`config.mk`:
```
export PLATFORM = sky130hd
export DESIGN_NAME = text_scan_renderer
export DESIGN_NICKNAME = d
export VERILOG_FILES = /design/src/rtl/text_scan_renderer.sv
export SDC_FILE = /design/constraint.sdc
export NUM_CORES = 1
export LEC_CHECK = 0
export CAP_MARGIN = 10
export CORE_UTILIZATION = 40
export DETAILED_ROUTE_END_ITERATION = 12
export GPL_TIMING_DRIVEN = 0
export PLACE_DENSITY = 0.67
export SKIP_CTS_REPAIR_TIMING = 1
export SYNTH_ARGS = -nofsm -noshare
export SYNTH_HDL_FRONTEND = slang
export SYNTH_SLANG_ARGS = --single-unit
export TNS_END_PERCENT = 5
```
`constraint.sdc`:
```
create_clock -name clock -period 7 [get_ports clock]
set_clock_uncertainty 0.2 [all_clocks]
set_input_delay 1.05 -clock clock [delete_from_list [all_inputs] [get_ports clock]]
set_output_delay 1.05 -clock clock [all_outputs]
set_load 0.02 [all_outputs]
```
`src/rtl/text_scan_renderer.sv`:
```
// Raster text-screen renderer: scans COLUMNS x ROWS glyph cells, fetches code and font row, emits one dot per enabled cycle.
// Optional INVERSE_VIDEO_EN: text_data carries an extra top bit that inverts the glyph's dots.
module text_scan_renderer #(
  parameter int unsigned COLUMNS      = 40,
  parameter int unsigned ROWS         = 25,
  parameter int unsigned GLYPH_WIDTH  = 8,
  parameter int unsigned GLYPH_HEIGHT = 8,
  parameter int unsigned CHAR_BITS    = 7
) (
  input  logic                                    clock,
  input  logic                                    reset,
  input  logic                                    enable,
  output logic [$clog2(COLUMNS*ROWS)-1:0]         text_address,
`ifdef INVERSE_VIDEO_EN
  input  logic [CHAR_BITS:0]                      text_data,
`else
  input  logic [CHAR_BITS-1:0]                    text_data,
`endif
  output logic [CHAR_BITS-1:0]                    glyph_character,
  output logic [$clog2(GLYPH_HEIGHT)-1:0]         glyph_y,
  input  logic [GLYPH_WIDTH-1:0]                  glyph_row,
  output logic                                    dot,
  output logic                                    dot_valid,
  output logic [$clog2(COLUMNS*GLYPH_WIDTH)-1:0]  dot_x,
  output logic [$clog2(ROWS*GLYPH_HEIGHT)-1:0]    dot_y,
  output logic                                    frame_end
);

  localparam int unsigned ADDR_W = $clog2(COLUMNS*ROWS);
  localparam int unsigned X_W    = $clog2(COLUMNS*GLYPH_WIDTH);
  localparam int unsigned Y_W    = $clog2(ROWS*GLYPH_HEIGHT);
  localparam int unsigned GX_W   = $clog2(GLYPH_WIDTH);
  localparam int unsigned GY_W   = $clog2(GLYPH_HEIGHT);
  localparam int unsigned COL_W  = (COLUMNS > 1) ? $clog2(COLUMNS) : 1;
  localparam int unsigned ROW_W  = (ROWS > 1) ? $clog2(ROWS) : 1;

  localparam logic [GX_W-1:0]  GX_LAST  = GX_W'(GLYPH_WIDTH - 1);
  localparam logic [GY_W-1:0]  GY_LAST  = GY_W'(GLYPH_HEIGHT - 1);
  localparam logic [COL_W-1:0] COL_LAST = COL_W'(COLUMNS - 1);
  localparam logic [ROW_W-1:0] ROW_LAST = ROW_W'(ROWS - 1);

  logic [GX_W-1:0]  gx_cnt;
  logic [GY_W-1:0]  gy_cnt;
  logic [COL_W-1:0] col_cnt;
  logic [ROW_W-1:0] row_cnt;

  logic [X_W-1:0]   scan_x;
  logic [Y_W-1:0]   scan_y;
  logic             scan_last;

  logic             s1_valid;
  logic [GX_W-1:0]  s1_gx;
  logic [X_W-1:0]   s1_x;
  logic [Y_W-1:0]   s1_y;
  logic             s1_last;
  logic             dot_bit;
`ifdef INVERSE_VIDEO_EN
  logic             s1_inv;
`endif

  // Nested raster counters: dot within glyph, column, glyph row, text row.
  always_ff @(posedge clock) begin
    if (reset) begin
      gx_cnt  <= '0;
      col_cnt <= '0;
      gy_cnt  <= '0;
      row_cnt <= '0;
    end else if (enable) begin
      if (gx_cnt == GX_LAST) begin
        gx_cnt <= '0;
        if (col_cnt == COL_LAST) begin
          col_cnt <= '0;
          if (gy_cnt == GY_LAST) begin
            gy_cnt  <= '0;
            row_cnt <= (row_cnt == ROW_LAST) ? '0 : row_cnt + ROW_W'(1);
          end else begin
            gy_cnt <= gy_cnt + GY_W'(1);
          end
        end else begin
          col_cnt <= col_cnt + COL_W'(1);
        end
      end else begin
        gx_cnt <= gx_cnt + GX_W'(1);
      end
    end
  end

  always_comb begin
    text_address = ADDR_W'(row_cnt) * ADDR_W'(COLUMNS) + ADDR_W'(col_cnt);
    scan_x       = X_W'(col_cnt) * X_W'(GLYPH_WIDTH) + X_W'(gx_cnt);
    scan_y       = Y_W'(row_cnt) * Y_W'(GLYPH_HEIGHT) + Y_W'(gy_cnt);
    scan_last    = (gx_cnt == GX_LAST) && (col_cnt == COL_LAST) &&
                   (gy_cnt == GY_LAST) && (row_cnt == ROW_LAST);
  end

  // Stage 1: latch character code and pixel position; font lookup happens against these.
  always_ff @(posedge clock) begin
    if (reset) begin
      s1_valid        <= 1'b0;
      glyph_character <= '0;
      glyph_y         <= '0;
      s1_gx           <= '0;
      s1_x            <= '0;
      s1_y            <= '0;
      s1_last         <= 1'b0;
`ifdef INVERSE_VIDEO_EN
      s1_inv          <= 1'b0;
`endif
    end else begin
      s1_valid        <= enable;
      glyph_character <= text_data[CHAR_BITS-1:0];
      glyph_y         <= gy_cnt;
      s1_gx           <= gx_cnt;
      s1_x            <= scan_x;
      s1_y            <= scan_y;
      s1_last         <= scan_last;
`ifdef INVERSE_VIDEO_EN
      s1_inv          <= text_data[CHAR_BITS];
`endif
    end
  end

  // Leftmost dot is the font row's MSB.
  always_comb begin
    dot_bit = glyph_row[GX_LAST - s1_gx];
`ifdef INVERSE_VIDEO_EN
    dot_bit = dot_bit ^ s1_inv;
`endif
  end

  // Stage 2: registered dot and coordinates.
  always_ff @(posedge clock) begin
    if (reset) begin
      dot_valid <= 1'b0;
      dot       <= 1'b0;
      dot_x     <= '0;
      dot_y     <= '0;
      frame_end <= 1'b0;
    end else begin
      dot_valid <= s1_valid;
      dot       <= dot_bit;
      dot_x     <= s1_x;
      dot_y     <= s1_y;
      frame_end <= s1_valid & s1_last;
    end
  end

endmodule

```
Word level (Yosys, flattened, before mapping):

Index checks and enable logic that the tools add are counted.

* multiplexer cells: 6
* add/sub/neg operators: 8
* magnitude comparators: 1
* $mul: 1
* reductions and logical operators: 6
* bitwise operators: 1
* equality and inequality tests: 4

Operator list (count)
* $add 10x6->10: 1
* $add 9x3->9: 1
* $add 8x3->8: 1
* $mul 5x3->7 const B: 1
* $add 3x1->3 const B: 2
* $add 6x1->6 const B: 1
* $eq 3x3->1 const B: 2
* $eq 6x6->1 const B: 1
* $mux 3: 2
* $mux 6: 1
* $add 5x1->5 const B: 1
* $eq 5x5->1 const B: 1
* $mux 5: 1
* $lt 3x4->1 const B: 1
* $reduce_and 4->1: 1
* $bmux 1 s3: 1
* $logic_and 1x1->1: 3
* $reduce_and 3->1: 1
* $sub 3x3->3 const A: 1
* $reduce_and 2->1: 1
* $and 1x1->1: 1
* $mux 1: 1

* logic and storage cells: 43
* flip-flop bits (word level): 69
* input port bits: 18

Longest topological paths before layout:

Gate-level depths: netlist of run 1.

* word-level depth: 4
* depth in mapped cells: 7
* depth with buffers taken out: 7

Least setup slack after synthesis of run 1:

OpenSTA, ideal clock, no wires.

* path kind: register to output
* from: reg row_cnt[1]
* to: out text_address[9]
* path buffers: 0
* slack: 3604 ps
* cell stages (with the launch flop): 8
* arrival time: 2146 ps
* cell sequence: dfxtp_1 ha_1 ha_1 fa_1 xor2_1 o2111ai_1 xnor2_1 xnor2_1

* cells in the longest elaborated chain, start to end: 2

Ends and longest elaborated chain
* start: declaration: RTL line 45 `logic [ROW_W-1:0] row_cnt;`
* start signal: assignment: RTL line 75 `row_cnt <= (row_cnt == ROW_LAST) ? '0 : row_cnt + ROW_W'(1);`
* $mul 5x3->7: RTL line 89 `text_address = ADDR_W'(row_cnt) * ADDR_W'(COLUMNS) + ADDR_W'(col_cnt);`
* $add 10x6->10: RTL line 89
* end: declaration: RTL line 13 `output logic [$clog2(COLUMNS*ROWS)-1:0] text_address,`

Every way passes these cells.

Worst setup path after layout of run 1:

* from: reg row_cnt[3]
* to: out text_address[9]

The elaborated chain is that of the path after synthesis.

==> impl_results.md, run 1 <==
* Post-place setup slack at 3.001 ns
* Synthesized area per cell at 10.52 sq um
* Most frequent cell after synthesis: sky130_fd_sc_hd__dfxtp_1
* DIE WIDTH at 80.10 microns
* Clock sink total at 63
* Seq cells post-synth at 63
* Clock slew at the register clock pins of the worst setup and hold paths at 0.07 ns
* Number of standard cells after synthesis at 232
* Final Max Tran Viols at 0
* Number of global-route vias before repair at 1575
* Vertical die dimension at 80.10 microns
* Slew at the pin closest to its max-slew limit at 0.5014 ns
* Buffer depth of the longest clock path at 2
* CP Launch Type: flop
* GP Congestion at 0.7199
* Drt first pass iters at 4
* Floorplan die area at 6416 sq um
* Number of antenna-violating nets in the routed design at 0
* Leftover overflow at the end of global routing at 0
* Worst hold-check path type: flop to flop
* Max Cap Violations at 0
* Post-synthesis to final-layout area growth at 37.90%
* Fin crit period at 4.346 ns
* Worst EP arrival at 3.10 ns
* Setup ws final at 2.654 ns
* Number of cell rows at 28
* Number of synthesized flops with an enable pin at 0
* Ratio of cells with drive above 1 in the final layout at 8.852%
* Post-layout util at 57.16%
* Count of yosys warnings during synthesis at 0
* Total power draw at 804.4 uW
* Share of the clock period used by the worst path after layout at 62.08%
* Run status: complete, no violations
* Sequential fraction of the synthesis area at 51.69%
* Setup Total Neg Slack at 0 ns
* Areal power density over the cells at 239.1 nW/um^2
* Number of port buffers at 57
* Placed wire-length estimate at 3.028 mm
* Post-detailed-route wirelength per cell at 11.08 microns
* Total count of hold-check failures in the final report at 0
* Nets at 336
* Endpoint kind of the worst setup timing path: output pin
* Total inserted antenna cells at 0
* Std-Cell Core Area at 5886 sq um
* H-tree depth reported by CTS at 3
* Area share of the largest cell type after synthesis at 51.69%
* Area leader, netlist: sky130_fd_sc_hd__dfxtp_1
* Clock root buffer: sky130_fd_sc_hd__clkbuf_8
* Initial antenna violation count at 0
* Asr flop ratio synth at 0%
* Global-route wire length before repair at 7.065 mm
* Slew Limit Headroom at 66.58%
* Pin count of the biggest net entering global routing at 12
* Effective utilization at floorplan at 41.45%
* Via-to-Cell Ratio at 4.592
* Setup repair after global routing missed its margin: false
* Cell count after placement at 364
* Count of unresolved DRC violations after routing at 0
* Total global routing track utilization at 14.79%
* Cell area after synthesis at 2440 sq um
* Final standard cell count with taps included and fillers excluded at 380
* Via Count at 1745
* Number of top-level design ports at 58
* Worst supply voltage drop on vdd at 0.0001466 V
* Fmax at 230.1 MHz
* Cell types with the largest area share after synthesis: sky130_fd_sc_hd__dfxtp_1 (52%), sky130_fd_sc_hd__nor2b_1 (10%), sky130_fd_sc_hd__ha_1 (8.2%), sky130_fd_sc_hd__xnor2_1 (2.5%), sky130_fd_sc_hd__nor2_1 (2.5%)
* Post-synth net total at 268
* Peak fanout along the critical path at 8
* CTS tree: yes
* Clock insertion delay at the later pin of the skew report at 0.33 ns
* Path type of the worst setup path: flop to output pin
* Most frequent cells after synthesis: sky130_fd_sc_hd__dfxtp_1 (63), sky130_fd_sc_hd__nor2b_1 (40), sky130_fd_sc_hd__ha_1 (16), sky130_fd_sc_hd__nor2_1 (16)
* First DRT Iteration DRCs at 67
* Leak pwr at 1.369 nW
* Fill cell count at 529
* Unique masters post-synth at 33
* Number of failing setup endpoints in the final timing report at 0
* Leading register cell type out of synthesis: sky130_fd_sc_hd__dfxtp_1
* Data required, critical path at 5.75 ns
* Number of CTS-inserted buffers at 9
* Total Routed Length at 4.212 mm
## where the power goes
part	internal [mW]	total, mW	switching [mW]
logic	0.0189	0.0335	0.0146
clock network	0.272	0.406	0.134
registers	0.363	0.365	0.00192
## flip-flops by register name (all words and copies together) (netlist names)
register         flops
dot                  1
row_cnt              5
s1_last              1
s1_gx                2
frame_end            1
s1_x                 7
gx_cnt               3
dot_valid            1
col_cnt              6
dot_y                8
dot_x                9
glyph_y              2
gy_cnt               3
glyph_character      7
s1_y                 6
s1_valid             1
## area by class of cell
cell class	count	area [sq um]	area share, %
tap	75	93.84	2.789
buffer	13	72.57	2.157
inverter	7	26.28	0.7810
clock buffer	10	127.6	3.793
clock inverter	6	132.6	3.942
timing repair buffer	57	570.5	16.96
multi-input combinational	149	1080	32.09
sequential	63	1261	37.49
## per-stage QoR
step	hold slack, ns	instance area (sq um)
floorplan	0.2057	2440
global placement	0.2157	3104
detailed placement	0.2209	3104
CTS	0.2341	3364
global route	0.2582	3364
finish	0.2309	3364
## worst max-delay path: stages (launching register included)
cell	delay, ns
sky130_fd_sc_hd__dfxtp_1	0.46
sky130_fd_sc_hd__ha_1	0.29
sky130_fd_sc_hd__ha_1	0.23
sky130_fd_sc_hd__fa_1	0.39
sky130_fd_sc_hd__xor2_1	0.25
sky130_fd_sc_hd__o2111ai_1	0.18
sky130_fd_sc_hd__xnor2_1	0.23
sky130_fd_sc_hd__xnor2_1	0.13
sky130_fd_sc_hd__clkdlybuf4s50_1	0.61
## layout by cell type (no fill, tap or decap), types with 2 or more instances in the layout
cell                              count
sky130_fd_sc_hd__buf_1                2
sky130_fd_sc_hd__a21oi_1             11
sky130_fd_sc_hd__mux2i_1              5
sky130_fd_sc_hd__clkdlybuf4s50_1     57
sky130_fd_sc_hd__xnor2_1              7
sky130_fd_sc_hd__mux4_2               2
sky130_fd_sc_hd__clkbuf_1             5
sky130_fd_sc_hd__dfxtp_1             63
sky130_fd_sc_hd__nand3_1              6
sky130_fd_sc_hd__nor2b_1             40
sky130_fd_sc_hd__xor2_1               3
sky130_fd_sc_hd__ha_1                16
sky130_fd_sc_hd__a21o_1               2
sky130_fd_sc_hd__nand2_1             11
sky130_fd_sc_hd__nor3_1               3
sky130_fd_sc_hd__o21ai_0              7
sky130_fd_sc_hd__inv_1                7
sky130_fd_sc_hd__fa_1                 2
sky130_fd_sc_hd__nor2_1              16
sky130_fd_sc_hd__buf_4                6
sky130_fd_sc_hd__or3_1                4
sky130_fd_sc_hd__clkbuf_8             9
sky130_fd_sc_hd__and2_1               3
sky130_fd_sc_hd__bufinv_16            4
## path summary, 6_finish.rpt
check	endpoint	slack [ns]	cells after the start	from
worst max-delay path	text_address[9]	2.65	8	row_cnt[3]
worst min-delay path	dot_x[6]	0.23	1	s1_x[6]
worst max register to register	gy_cnt[0]	5.06	7	gx_cnt[0]
worst min register to register	dot_x[6]	0.23	1	s1_x[6]
## cell families after synthesis
group                      after synthesis  share of synthesized area (%)
AOI/OAI and AO/OA                       25                          5.898
xor gates and xnor gates                10                          3.590
adders and majority gates               18                          9.846
buffers and inverters                   20                          4.051
DFF                                     63                          51.69
muxes                                    7                          3.897
and+or+nand+nor                         89                          21.03
## per-layer routing
metal / up-vias / GRT usage (%) / share of wire [%]
met2: 46 / 24.19 / 48
met4: 0 / 9.107 / 2.3
met1: 783 / 17.08 / 46
met3: 10 / 4.091 / 4.2
li1: 906 / - / -
met5: - / 0 / 0
(Power assumes the default switching activity.)
==> run 2: changes to the inputs <==
--- a/config.mk
+++ b/config.mk
@@ -9,7 +9,7 @@
 export CORE_UTILIZATION = 40
 export DETAILED_ROUTE_END_ITERATION = 12
 export GPL_TIMING_DRIVEN = 0
-export PLACE_DENSITY = 0.67
+export PLACE_DENSITY = 0.69
 export SKIP_CTS_REPAIR_TIMING = 1
 export SYNTH_ARGS = -nofsm -noshare
 export SYNTH_HDL_FRONTEND = slang
==> constraint.sdc (replaced) <==
create_clock -name clock -period 3.6 [get_ports clock]
set_clock_uncertainty 0.2 [all_clocks]
set_input_delay 0.54 -clock clock [delete_from_list [all_inputs] [get_ports clock]]
set_output_delay 0.54 -clock clock [all_outputs]
set_load 0.02 [all_outputs]
==> run 2 against run 1 <==
Effect of this change: sequential cell count unchanged; via count decreased by 1.2%; global-route usage increased by 0.38 points; largest power group is now registers; highest routed layer unchanged.
==> impl_results.md, run 2 (synthesis results as in run 1) <==
* Run status: complete, no violations
* Registers with the most flip-flops: dot_x: 9 flops, dot_y: 8 flops
* Total count of hold-check failures in the final report at 0 (unchanged)
* Setup repair after global routing missed its margin: false
* Endpoint kind of the worst setup timing path: output pin
* Power share of the sequential group at 51.5% (+6.1 points)
* Cell at the slowest stage of the critical path: sky130_fd_sc_hd__clkdlybuf4s50_1
* Internal power at 1.096 mW (+68%)
* Global-route wire length before repair at 7.072 mm (about the same)
* Pin count of the biggest net entering global routing at 11 (-1)
* Cell count after placement at 364 (unchanged)
* Number of global-route vias before repair at 1547 (-1.8%)
* Fin crit period at 3.479 ns
* Number of port buffers at 57 (unchanged)
* Worst hold-check path type: flop to flop
* Max Cap Violations at 0 (unchanged)
* Commonest cells after routing, fill and taps aside: sky130_fd_sc_hd__dfxtp_1 (61), sky130_fd_sc_hd__clkdlybuf4s50_1 (56), sky130_fd_sc_hd__nor2b_1 (40)
* Floorplan die area at 6416 sq um (unchanged)
* Slew at the pin closest to its max-slew limit at 0.4926 ns (-0.008741 ns)
* Share of the clock period used by the worst path after layout at 96.64%
* Maximum single-stage delay on the critical path at 0.62 ns (about the same)
* Final Max Tran Viols at 0 (unchanged)
* Std-Cell Core Area at 5886 sq um (unchanged)
* Register bank with the most flops: dot_x
* Post-synthesis to final-layout area growth at 35.54%
* Number of antenna-violating nets in the routed design at 0 (unchanged)
* Clock insertion delay at the later pin of the skew report at 0.33 ns (about the same)
* Total global routing track utilization at 15.18% (+0.38 points)
* CP Launch Type: flop
* Total power draw at 1.379 mW (+71%)
* Clock power share at 43.7% (-6.7 points)
* Cell repeated most along the worst path: sky130_fd_sc_hd__ha_1
* GP Congestion at 0.7520 (+4.5%)
* Post-layout util at 56.19% (-0.98 points)
* Via Count at 1724 (-1.2%)
* Areal power density over the cells at 417.2 nW/um^2 (+74%)
* Ratio of cells with drive above 1 in the final layout at 9.211% (+0.36 points)
* Peak fanout along the critical path at 8 (unchanged)
* Number of failing setup endpoints in the final timing report at 0 (unchanged)
* Slew Limit Headroom at 67.16% (+0.58 points)
* Number of CTS-inserted buffers at 9 (unchanged)
* Data required, critical path at 2.86 ns (-2.89 ns)
* Worst supply voltage drop on vdd at 0.0002615 V (+78%)
* Total Routed Length at 4.283 mm (+1.7%)
* Placed wire-length estimate at 3.037 mm (+0.28%)
* Number of flip-flops under the largest register name at 9 (unchanged)
* Via-to-Cell Ratio at 4.549 (-0.94%)
* Final standard cell count with taps included and fillers excluded at 379 (-0.26%)
* Vertical die dimension at 80.10 microns (unchanged)
* First DRT Iteration DRCs at 48 (-28%)
* Slack of the worst reg-to-reg path at 1.64 ns (-3.42 ns)
* Drt first pass iters at 4 (unchanged)
* Leftover overflow at the end of global routing at 0 (unchanged)
* Path type of the worst setup path: flop to output pin
* Switching portion of total power at 20.56% (+1.9 points)
* Leading cell type in the layout, fill and taps excluded: sky130_fd_sc_hd__dfxtp_1
* CTS tree: yes
* Clock root buffer: sky130_fd_sc_hd__clkbuf_8
* Worst EP arrival at 2.74 ns (-0.36 ns)
* H-tree depth reported by CTS at 3 (unchanged)
* Effective utilization at floorplan at 41.45% (unchanged)
* Number of cell rows at 28 (unchanged)
* Post-detailed-route wirelength per cell at 11.30 microns (+2.0%)
* Fmax at 287.4 MHz
* Worst-path cell chain: ha_1 -> ha_1 -> fa_1 -> nand2_1 -> nor2_1 -> xor2_1 -> clkdlybuf4s50_1
* Gate power share at 4.8% (+0.6 points)
* Initial antenna violation count at 0 (unchanged)
* DIE WIDTH at 80.10 microns (unchanged)
* Buffer and inverter count on the worst path at 1 (unchanged)
* Clock sink total at 63 (unchanged)
* Family of cells with the greatest summed delay on the critical path: adder cells
* Total inserted antenna cells at 0 (unchanged)
* Leak pwr at 1.361 nW (-0.60%)
* Nets at 336 (unchanged)
* Psw at 283.6 uW (+89%)
* Final hold slack at 0.2332 ns (+0.002387 ns)
* Fill cell count at 539 (+1.9%)
* Buffer depth of the longest clock path at 2 (unchanged)
* Clock slew at the register clock pins of the worst setup and hold paths at 0.06 ns (about the same)
* Number of top-level design ports at 58 (unchanged)
* Count of unresolved DRC violations after routing at 0 (unchanged)
run 2: changes by cell type in the layout (fill, tap and decap cells not counted):
| cell | delta |
|---|---|
| sky130_fd_sc_hd__dfxtp_1 | -2 |
| sky130_fd_sc_hd__clkdlybuf4s50_1 | -1 |
| sky130_fd_sc_hd__dlymetal6s2s_1 | +1 |
| sky130_fd_sc_hd__dfxtp_2 | +2 |
| sky130_fd_sc_hd__bufinv_16 | -3 |
| sky130_fd_sc_hd__clkbuf_8 | +2 |
run 2: power groups by stage:
stage	Combinational [mW]	Clock, mW	Sequential [mW]
floorplan	0.0217	0	0.733
global placement	0.0659	0	0.726
detailed placement	0.0666	0	0.726
CTS	0.0671	0.619	0.710
global route	0.0720	0.657	0.711
finish	0.0659	0.603	0.710
run 2: cell type report:
cell class	instances	area [sq um]	area share, %
Inverter	7	26.28	0.7946
Multi-Input combinational cell	149	1080	32.65
Tap cell	75	93.84	2.838
Timing Repair Buffer	57	573.1	17.33
Clock inverter	3	42.54	1.286
Sequential cell	63	1264	38.21
Buffer	13	72.57	2.194
Clock buffer	12	155.1	4.692
run 2: final timing paths:
kind	depth (start not counted)	startpoint	end
hold / removal	1	s1_last	frame_end
setup / recovery	7	row_cnt[3]	text_address[8]
setup reg to reg	6	gx_cnt[0]	row_cnt[3]
hold reg to reg	1	s1_last	frame_end
run 2: worst reg2reg max path: stages (launching register included):
cell and delay, ns:
sky130_fd_sc_hd__dfxtp_1 0.37, sky130_fd_sc_hd__ha_1 0.17, sky130_fd_sc_hd__ha_1 0.25, sky130_fd_sc_hd__and4_4 0.29, sky130_fd_sc_hd__nand3_4 0.11, sky130_fd_sc_hd__or3_1 0.36, sky130_fd_sc_hd__a21oi_1 0.13
run 2: metal layers:
| metal | GRT usage, % | wire, microns | vias to the layer above |
|---|---|---|---|
| met1 | 17.79 | 2033 | 770 |
| met5 | 0 | 0 | - |
| met4 | 10.71 | 99 | 0 |
| met2 | 23.59 | 1967 | 44 |
| li1 | - | - | 900 |
| met3 | 4.545 | 184 | 10 |
run 2: per-stage QoR:
| step | instance area (sq um) | TNS [ns] | setup slack, ns |
|---|---|---|---|
| global route | 3307 | 0 | 0.007845 |
| detailed placement | 3104 | 0 | 0.08541 |
| CTS | 3302 | -0.2794 | -0.2794 |
| floorplan | 2440 | 0 | 0.7141 |
| global placement | 3104 | 0 | 0.1621 |
| finish | 3307 | 0 | 0.1211 |
